===== src/rtl/bcd_countdown.sv =====
// -----------------------------------------------------------------------------
// bcd_countdown
//
// MM:SS countdown timer with BCD digits, preset load, start/pause/resume
// control and an alarm output that is raised when the count reaches 00:00.
//
// Parameters
//   TICK_DIV      clock cycles per one-second decrement (must be >= 2)
//
// Ports
//   clock         system clock, all state changes on its rising edge
//   reset         asynchronous active-high reset
//   load          one-cycle pulse: latch clamped set_* digits, go to IDLE
//   start_stop    one-cycle pulse: start / pause / resume / acknowledge alarm
//   set_*         BCD preset digits (clamped to 9 / 5 / 9 / 9 on load)
//   *Disp         registered BCD remaining time
//   state         registered state code: IDLE=0 RUN=1 PAUSE=2 DONE=3
//   alarm         registered, high only in DONE
//
// Build option
//   BCD_COUNTDOWN_ALARM_BLINK_EN  when defined, alarm blinks in DONE with a
//                                 half-period of TICK_DIV/2 cycles, starting
//                                 high on DONE entry; otherwise alarm is
//                                 steady high throughout DONE.
// -----------------------------------------------------------------------------
module bcd_countdown #(
  parameter int TICK_DIV = 50000000
) (
  input  logic       clock,
  input  logic       reset,
  input  logic       load,
  input  logic       start_stop,
  input  logic [3:0] set_ones_sec,
  input  logic [3:0] set_tens_sec,
  input  logic [3:0] set_ones_min,
  input  logic [3:0] set_tens_min,
  output logic [3:0] onesSecDisp,
  output logic [3:0] tensSecDisp,
  output logic [3:0] onesMinDisp,
  output logic [3:0] tensMinDisp,
  output logic [3:0] state,
  output logic       alarm
);

  localparam int            PW        = $clog2(TICK_DIV);
  localparam logic [PW-1:0] PRESC_TOP = PW'(TICK_DIV - 1);
`ifdef BCD_COUNTDOWN_ALARM_BLINK_EN
  localparam logic [PW-1:0] BLINK_TOP = PW'(TICK_DIV / 2 - 1);
`endif

  typedef enum logic [3:0] {
    ST_IDLE  = 4'd0,
    ST_RUN   = 4'd1,
    ST_PAUSE = 4'd2,
    ST_DONE  = 4'd3
  } state_t;

  state_t        state_q, state_d;
  logic [PW-1:0] presc_q, presc_d;
  logic [3:0]    ones_sec_q, ones_sec_d;
  logic [3:0]    tens_sec_q, tens_sec_d;
  logic [3:0]    ones_min_q, ones_min_d;
  logic [3:0]    tens_min_q, tens_min_d;
  logic          alarm_q, alarm_d;

  logic [3:0] clamp_ones_sec, clamp_tens_sec, clamp_ones_min, clamp_tens_min;
  logic [3:0] dec_ones_sec, dec_tens_sec, dec_ones_min, dec_tens_min;
  logic       count_zero, dec_zero, presc_top;

  assign clamp_ones_sec = (set_ones_sec > 4'd9) ? 4'd9 : set_ones_sec;
  assign clamp_tens_sec = (set_tens_sec > 4'd5) ? 4'd5 : set_tens_sec;
  assign clamp_ones_min = (set_ones_min > 4'd9) ? 4'd9 : set_ones_min;
  assign clamp_tens_min = (set_tens_min > 4'd9) ? 4'd9 : set_tens_min;

  assign count_zero = (ones_sec_q == 4'd0) && (tens_sec_q == 4'd0) &&
                      (ones_min_q == 4'd0) && (tens_min_q == 4'd0);
  assign presc_top  = (presc_q == PRESC_TOP);

  // One-second BCD borrow chain. Only used when the count is nonzero, so the
  // tens-of-minutes digit never underflows.
  always_comb begin
    dec_ones_sec = ones_sec_q;
    dec_tens_sec = tens_sec_q;
    dec_ones_min = ones_min_q;
    dec_tens_min = tens_min_q;
    if (ones_sec_q != 4'd0) begin
      dec_ones_sec = ones_sec_q - 4'd1;
    end else begin
      dec_ones_sec = 4'd9;
      if (tens_sec_q != 4'd0) begin
        dec_tens_sec = tens_sec_q - 4'd1;
      end else begin
        dec_tens_sec = 4'd5;
        if (ones_min_q != 4'd0) begin
          dec_ones_min = ones_min_q - 4'd1;
        end else begin
          dec_ones_min = 4'd9;
          dec_tens_min = tens_min_q - 4'd1;
        end
      end
    end
  end

  assign dec_zero = (dec_ones_sec == 4'd0) && (dec_tens_sec == 4'd0) &&
                    (dec_ones_min == 4'd0) && (dec_tens_min == 4'd0);

  // Next-state / next-output logic. load overrides everything else.
  always_comb begin
    state_d    = state_q;
    presc_d    = presc_q;
    ones_sec_d = ones_sec_q;
    tens_sec_d = tens_sec_q;
    ones_min_d = ones_min_q;
    tens_min_d = tens_min_q;
    alarm_d    = alarm_q;

    if (load) begin
      ones_sec_d = clamp_ones_sec;
      tens_sec_d = clamp_tens_sec;
      ones_min_d = clamp_ones_min;
      tens_min_d = clamp_tens_min;
      state_d    = ST_IDLE;
      presc_d    = '0;
      alarm_d    = 1'b0;
    end else begin
      case (state_q)
        ST_IDLE: begin
          presc_d = '0;
          if (start_stop && !count_zero) begin
            state_d = ST_RUN;
          end
        end

        ST_RUN: begin
          if (presc_top && !count_zero) begin
            // A stop request on the terminal cycle still takes the decrement;
            // reaching 00:00 wins over the pause.
            ones_sec_d = dec_ones_sec;
            tens_sec_d = dec_tens_sec;
            ones_min_d = dec_ones_min;
            tens_min_d = dec_tens_min;
            presc_d    = '0;
            if (dec_zero) begin
              state_d = ST_DONE;
              alarm_d = 1'b1;
            end else if (start_stop) begin
              state_d = ST_PAUSE;
            end
          end else begin
            presc_d = presc_q + PW'(1);
            if (start_stop) begin
              state_d = ST_PAUSE;
            end
          end
        end

        ST_PAUSE: begin
          // Prescaler holds so the resumed second keeps its partial count.
          if (start_stop) begin
            state_d = ST_RUN;
          end
        end

        ST_DONE: begin
          if (start_stop) begin
            state_d = ST_IDLE;
            alarm_d = 1'b0;
            presc_d = '0;
          end else begin
`ifdef BCD_COUNTDOWN_ALARM_BLINK_EN
            // The alarm register doubles as the blink toggle; the prescaler
            // free-runs over half a second period to pace it.
            if (presc_q == BLINK_TOP) begin
              presc_d = '0;
              alarm_d = ~alarm_q;
            end else begin
              presc_d = presc_q + PW'(1);
            end
`else
            presc_d = '0;
            alarm_d = 1'b1;
`endif
          end
        end

        default: begin
          state_d = ST_IDLE;
          presc_d = '0;
          alarm_d = 1'b0;
        end
      endcase
    end
  end

  always_ff @(posedge clock or posedge reset) begin
    if (reset) begin
      state_q    <= ST_IDLE;
      presc_q    <= '0;
      ones_sec_q <= 4'd0;
      tens_sec_q <= 4'd0;
      ones_min_q <= 4'd0;
      tens_min_q <= 4'd0;
      alarm_q    <= 1'b0;
    end else begin
      state_q    <= state_d;
      presc_q    <= presc_d;
      ones_sec_q <= ones_sec_d;
      tens_sec_q <= tens_sec_d;
      ones_min_q <= ones_min_d;
      tens_min_q <= tens_min_d;
      alarm_q    <= alarm_d;
    end
  end

  assign onesSecDisp = ones_sec_q;
  assign tensSecDisp = tens_sec_q;
  assign onesMinDisp = ones_min_q;
  assign tensMinDisp = tens_min_q;
  assign state       = state_q;
  assign alarm       = alarm_q;

endmodule


===== config.mk =====
export PLATFORM = sky130hd
export DESIGN_NAME = bcd_countdown
export DESIGN_NICKNAME = d
export VERILOG_FILES = /design/src/rtl/bcd_countdown.sv
export SDC_FILE = /design/constraint.sdc
export NUM_CORES = 1
export LEC_CHECK = 0
export ABC_AREA = 0
export CAP_MARGIN = 20
export CORE_ASPECT_RATIO = 1.1
export CORE_MARGIN = 5
export CORE_UTILIZATION = 59
export DETAILED_ROUTE_END_ITERATION = 16
export GPL_ROUTABILITY_DRIVEN = 0
export PLACE_DENSITY_LB_ADDON = 0.1
export SLEW_MARGIN = 10
export SYNTH_ARGS = -nofsm -noshare
export SYNTH_HDL_FRONTEND = slang
export SYNTH_SLANG_ARGS = --single-unit

===== constraint.sdc =====
create_clock -name clock -period 5.7 [get_ports clock]
set_input_delay 1.14 -clock clock [delete_from_list [all_inputs] [get_ports clock]]
set_output_delay 1.14 -clock clock [all_outputs]
set_load 0.05 [all_outputs]

==> impl_metrics.json, run 1 <==
{
  "ys.flop_type": "dfrtp_1",
  "worstSetupStartpointType": "primary input",
  "grt_first_pass_wirelength_mm": 11.35,
  "worst_slew_pin_slew_ps": 836.0,
  "floorplan.die_area_sq_um": 6344,
  "synthCells": 325,
  "hold-path-cell-count": 1,
  "drv_slew": 0,
  "cts_made_buffers": 5,
  "slew_headroom_pct": 43.75,
  "core-area_sq_um": 4684,
  "synth_edf_count": 0,
  "design.final.nets": 386,
  "cts_max_path_buffers": 2,
  "critPathKind": "in -> reg",
  "hpwl_mm": 4.834,
  "ff2ff_setup_slack_ps": 2990,
  "finalHoldViolCount": 0,
  "route.vias.total": 2564,
  "pre_antenna_drt_iters": 4,
  "die-width_um": 76.40,
  "drt_drc_violations_left": 0,
  "rr_endpoint": "presc_q[9]",
  "rsz0062_at_grt": "false",
  "cts_sinks": 47,
  "synth_area_sq_um": 2861,
  "reg2reg_from": "presc_q[0]",
  "htree_num_levels": 2,
  "ys_seq_area_share_pct": 41.10,
  "required_time_reported_for_the_critical_path_endpoint_ps": 5860,
  "grt_max_degree": 48,
  "cts_hold_buf": 0,
  "synth.distinct_cells": 53,
  "cts.clk_slew.worst_paths_ps": 90,
  "hold_path_end": "presc_q[6]",
  "postCtsSetupBuffers": 0,
  "period_share_pct": 56.78,
  "port-buffer-count": 40,
  "row_count": 26,
  "grt_antenna_before_repair": 0,
  "post_cts_resized": 0,
  "cts_tree": "built",
  "clkLatencyLatePin_ps": 300,
  "worst_setup_path_end_kind": "flop",
  "synth-async-reset-ratio_pct": 100.0,
  "synth_area_per_cell_sq_um": 8.805,
  "die_height_um": 83.04,
  "power.density_nw_per_um2": 202.6,
  "outcome": "complete, no violations",
  "starting_utilization_of_the_core_area_pct": 61.08,
  "detailedPlace.worstSlack_ps": 2137,
  "timing.critical_path.fanout_max": 33,
  "synth.yosys.warnings": 0,
  "number_of_register_bits_inferred_by_synthesis": 47,
  "worst_ep_arrival_time_ps": 3390,
  "layout-area-overhead-vs-synth_pct": 18.80,
  "finalSetupTns_ps": 0,
  "ff2ff_path_depth": 6,
  "maxcap_viol_count": 0,
  "drive_gt1_share_pct": 5.220,
  "viasPerCell": 6.105,
  "postRouteWirelength_mm": 6.598,
  "post-route-worst-setup-slack_ps": 2464,
  "ir_drop_uv": 181.6,
  "first_global_vias": 2459,
  "finalClockSkew_ps": 7.454,
  "min_from": "presc_q[6]",
  "wire_per_inst_um": 15.71,
  "antenna_violating_nets_post_route": 0,
  "fmax_mhz": 309.0,
  "clk_root_buffer_cell": "clkbuf_8",
  "setup_viol": 0,
  "holdCritPathClass": "reg -> reg",
  "p_leak_nw": 1.245,
  "grt_use_total_pct": 21.03,
  "drt-initial-drc-count": 126,
  "fin_crit_ps": 3236,
  "io_pins": 41,
  "grt_overflow": 0,
  "antenna-diode-count": 0
}
==> state kept, by name, indices dropped and copies added (netlist names) <==
name,cells
presc_q,26
onesMinDisp,4
onesSecDisp,4
state,4
tensMinDisp,4
tensSecDisp,4
alarm,1
==> per-layer routing <==
metal | global-route usage [%] | wire length (um) | vias up
met4 | 5.405 | 64 | 0
met3 | 3.355 | 300 | 7
li1 | - | - | 1263
met2 | 35.44 | 3349 | 75
met5 | 0 | 0 | -
met1 | 28.08 | 2884 | 1219
==> critical path, cell delays in order <==
cell and delay [ps]:
clkdlybuf4s50_1 390, buf_4 230, or3_1 510, o2111ai_1 720, nor4_1 140, xnor2_1 200, nor2_1 60
==> where the power goes <==
group	switching (W)	internal [W]	total, W
Clock	0.000115	0.0000855	0.000201
Combinational	0.0000787	0.0000496	0.000128
Sequential	0.0000159	0.000344	0.000360
Total	0.000210	0.000479	0.000689
==> metrics by stage <==
| step | total power [W] | hold slack [ps] | util, % | std cells | instance area (sq um) |
|---|---|---|---|---|---|
| after floorplan | 0.0004412 | 470.7 | - | 326 | 2865 |
| after global placement | 0.0004895 | 490.8 | 70.25 | 411 | 3291 |
| after detailed placement | 0.0004914 | 494.7 | 70.25 | 411 | 3291 |
| after CTS | 0.0006894 | 506.6 | 72.14 | 419 | 3379 |
| after global routing | 0.0007222 | 562.0 | 72.57 | 420 | 3400 |
| final | 0.0006886 | 510.4 | 72.57 | 420 | 3400 |
==> worst max-delay path by stage <==
stage | startpoint | endpoint | slack [ps] | cells after the start
floorplan | load | presc_q[18] | 3080 | 6
global placement | load | presc_q[18] | 2210 | 7
detailed placement | load | presc_q[10] | 2140 | 7
CTS | load | presc_q[18] | 2470 | 7
global route | load | presc_q[20] | 2310 | 7
finish | load | presc_q[24] | 2460 | 7
==> cells in the final DEF (no fill, tap or decap), types with 3 or more instances in the layout <==
| master | n |
|---|---|
| clkbuf_8 | 5 |
| nor4b_1 | 5 |
| o211ai_1 | 3 |
| dfrtp_1 | 47 |
| clkdlybuf4s50_1 | 40 |
| xnor2_1 | 20 |
| ha_1 | 3 |
| nor2b_1 | 5 |
| nor3_1 | 13 |
| or4_1 | 3 |
| nor4_1 | 8 |
| a21oi_1 | 8 |
| o31a_1 | 7 |
| nor2_1 | 41 |
| nor3b_1 | 3 |
| and3_1 | 5 |
| and4_1 | 9 |
| o21ai_0 | 18 |
| inv_1 | 18 |
| or4_4 | 3 |
| nand4_1 | 12 |
| nand2_1 | 21 |
| a31oi_1 | 6 |
| nand2b_1 | 5 |
| nand3_1 | 12 |
| or3_1 | 4 |
==> cell families (layout without fill, tap and decap cells) <==
logic type                 count (synthesis)  after routing  share of synthesized area (%)
buffers and inverters                     31             69                          4.329
DFF                                       47             47                          41.10
and+or+nand+nor                          157            157                          30.43
xor gates and xnor gates                  21             21                          6.428
muxes                                      1              1                         0.3498
AOI/OAI and AO/OA                         64             64                          15.92
other                                      1              2                         0.1311
adders and majority gates                  3              3                          1.312
==> synthesized netlist by cell type (3+ instances only) <==
cell type / n / area share, %
ha_1: 3 / 1.3
and4_1: 9 / 2.8
nand3_1: 12 / 2.1
nand2b_1: 5 / 1.1
nor4b_1: 5 / 1.5
o21ai_0: 18 / 3.1
nor3b_1: 3 / 0.79
nand2_1: 21 / 2.8
a31oi_1: 6 / 1.3
clkbuf_1: 8 / 1.0
xnor2_1: 20 / 6.1
o31a_1: 7 / 2.1
nor2b_1: 5 / 1.1
or3_1: 4 / 0.87
and3_1: 5 / 1.1
dfrtp_1: 47 / 41
or4_4: 3 / 1.2
inv_1: 19 / 2.5
or4_1: 3 / 0.79
nor3_1: 13 / 2.3
nor4_1: 8 / 1.7
nand4_1: 12 / 2.6
nor2_1: 41 / 5.4
o211ai_1: 3 / 0.79
a21oi_1: 8 / 1.4
==> final cells by class <==
| type | count | area (sq um) |
|---|---|---|
| tap | 56 | 70.07 |
| clock buffer | 5 | 68.82 |
| timing repair buffer | 42 | 427.9 |
| fill | 357 | 1285 |
| sequential | 47 | 1176 |
| clock inverter | 3 | 20.02 |
| multi-input combinational | 248 | 1565 |
| inverter | 19 | 71.32 |
Power figures use the tool's default switching activity.
==> inputs of run 2 (changes only) <==
Settings changed: CORE_UTILIZATION 59 to 55.
Clock period 5.7 ns to 3.05 ns, I/O delays scaled along.
==> run 2 against run 1 <==
Net effect:
- global-route usage is 0.98 points higher
- utilization is 3.1 points lower
- clock power rose to 2.7 times the previous value
- total power grew 110%
- worst hold slack better by 37 ps
- non-clock buffer count grew 8
- critical path depth shrank 1
==> impl_metrics.json, run 2 (synthesis results as in run 1) <==
{
  "ir_drop_uv": 206.0,
  "hpwl_mm": 5.186,
  "maxcap_viol_count": 0,
  "htree_num_levels": 2,
  "critPathKind": "reg -> reg",
  "wire_per_inst_um": 16.15,
  "grt_use_total_pct": 22.01,
  "cp_slowest_stage_delay_ps": 540,
  "clk_root_buffer_cell": "clkbuf_8",
  "cts_hold_buf": 0,
  "critical_path.endpoint": "onesSecDisp[3]",
  "antenna-diode-count": 0,
  "viasPerCell": 6.163,
  "grt_max_degree": 29,
  "required_time_reported_for_the_critical_path_endpoint_ps": 3240,
  "starting_utilization_of_the_core_area_pct": 56.85,
  "pre_antenna_drt_iters": 4,
  "worst_ep_arrival_time_ps": 2740,
  "post_cts_resized": 0,
  "mostFrequentLayoutCells": "47 x dfrtp_1, 41 x nor2_1, 40 x clkdlybuf4s50_1",
  "drive_gt1_share_pct": 7.258,
  "first_global_vias": 2587,
  "postRouteWirelength_mm": 6.945,
  "finalSetupTns_ps": 0,
  "ff2ff_path_depth": 6,
  "core-area_sq_um": 5034,
  "timing.critical_path.fanout_max": 10,
  "postCtsSetupBuffers": 0,
  "worstSetupStartpoint": "state[1]",
  "power.density_nw_per_um2": 415.9,
  "design.final.nets": 394,
  "grt_first_pass_wirelength_mm": 11.89,
  "fin_crit_ps": 2554,
  "cts.clk_slew.worst_paths_ps": 80,
  "clkLatencyLatePin_ps": 300,
  "antenna_violating_nets_post_route": 0,
  "critical_path_depth": 6,
  "p_sw_share_pct": 26.94,
  "cts_sinks": 47,
  "power_frac_clock_pct": 37.1,
  "row_count": 27,
  "pwr-share-seq_pct": 46.4,
  "outcome": "complete, no violations",
  "fmax_mhz": 391.6,
  "worst_setup_path_end_kind": "flop",
  "switching_power_w": 0.0003919,
  "die_height_um": 85.65,
  "setup_viol": 0,
  "reg2reg_from": "state[1]",
  "largest_register_ffs": 26,
  "drt-initial-drc-count": 131,
  "holdCritPathClass": "reg -> reg",
  "max_flop_register": "presc_q",
  "drv_slew": 0,
  "most_frequent_standard_cell_in_the_layout_excluding_fill_and_tap_cells": "dfrtp_1",
  "floorplan.die_area_sq_um": 6747,
  "rr_endpoint": "onesSecDisp[3]",
  "worstSetupStartpointType": "flop",
  "crit_family": "simple AND/OR/NAND/NOR gates",
  "path_buf_inv": 1,
  "drt_drc_violations_left": 0,
  "cts_made_buffers": 5,
  "layout-area-overhead-vs-synth_pct": 22.21,
  "total_power_of_the_final_layout_w": 0.001455,
  "die-width_um": 78.78,
  "route.vias.total": 2650,
  "slew_headroom_pct": 59.86,
  "period_share_pct": 83.72,
  "grt_antenna_before_repair": 0,
  "io_pins": 41,
  "ff2ff_setup_slack_ps": 500,
  "crit_path_top_delay_cell": "or4b_1",
  "rsz0062_at_grt": "false",
  "port-buffer-count": 40,
  "cts_max_path_buffers": 2,
  "cts_tree": "built",
  "finalClockSkew_ps": 8.731,
  "p_leak_nw": 1.304,
  "worstPathCellList": "or4b_1 > or4_4 > a211oi_4 > buf_4 > a31oi_1 > o31a_1",
  "worst_slew_pin_slew_ps": 586.9,
  "finalHoldViolCount": 0,
  "comb_power_share_pct": 16.5,
  "power.internal_w": 0.001063,
  "grt_overflow": 0
}
-- run 2: cell count changes in the layout (fill, tap and decap cells not counted), sizes merged --
cell,change
buf,+8
clkinvlp,-1
bufinv,+2
clkinv,-1
-- run 2: per-stage QoR --
stage               worst slack, ps  hold WS (ps)  cell area [sq um]  util [%]  cells
detailed placement            462.9         527.5               3361     66.77    422
CTS                           510.9         552.4               3497     69.48    430
global placement              557.0         495.4               3361     66.77    422
floorplan                     469.5         470.7               2865         -    326
finish                        496.4         547.6               3497     69.48    430
global route                  368.9         570.9               3497     69.48    430
-- run 2: power groups by stage --
| stage | clock network [W] | logic, W | registers [W] |
|---|---|---|---|
| after global placement | 0 | 0.000238 | 0.000685 |
| final | 0.000540 | 0.000240 | 0.000675 |
| after floorplan | 0 | 0.0000777 | 0.000747 |
| after detailed placement | 0 | 0.000240 | 0.000686 |
| after CTS | 0.000555 | 0.000242 | 0.000674 |
| after global routing | 0.000587 | 0.000258 | 0.000679 |
-- run 2: layout make-up --
| cell class | count | area [sq um] |
|---|---|---|
| multi-input combinational | 248 | 1565 |
| clock inverter | 3 | 67.56 |
| tap | 58 | 72.57 |
| inverter | 19 | 71.32 |
| timing repair buffer | 50 | 475.5 |
| sequential | 47 | 1176 |
| clock buffer | 5 | 68.82 |
| fill | 411 | 1536 |
-- run 2: layer usage --
layer	track usage, %	part of all wire [%]
met2	38.07	49
met3	4.097	3.9
met4	8.903	2.5
met1	26.94	45
met5	0	0
-- run 2: how the worst min path moves through the flow --
stage                              start              to  slack [ps]  cells past startpoint
after floorplan               presc_q[6]      presc_q[6]         470                      1
after global placement        presc_q[6]      presc_q[6]         500                      1
after detailed placement  tensSecDisp[0]  tensSecDisp[0]         530                      1
after CTS                     presc_q[0]      presc_q[0]         550                      1
after global routing      tensSecDisp[0]  tensSecDisp[0]         570                      1
final                         presc_q[0]      presc_q[0]         550                      1
-- run 2: worst reg2reg max path: stages (launching register included) --
cell and delay (ps):
dfrtp_1 470, or4b_1 540, or4_4 470, a211oi_4 350, buf_4 240, a31oi_1 90
o31a_1 290
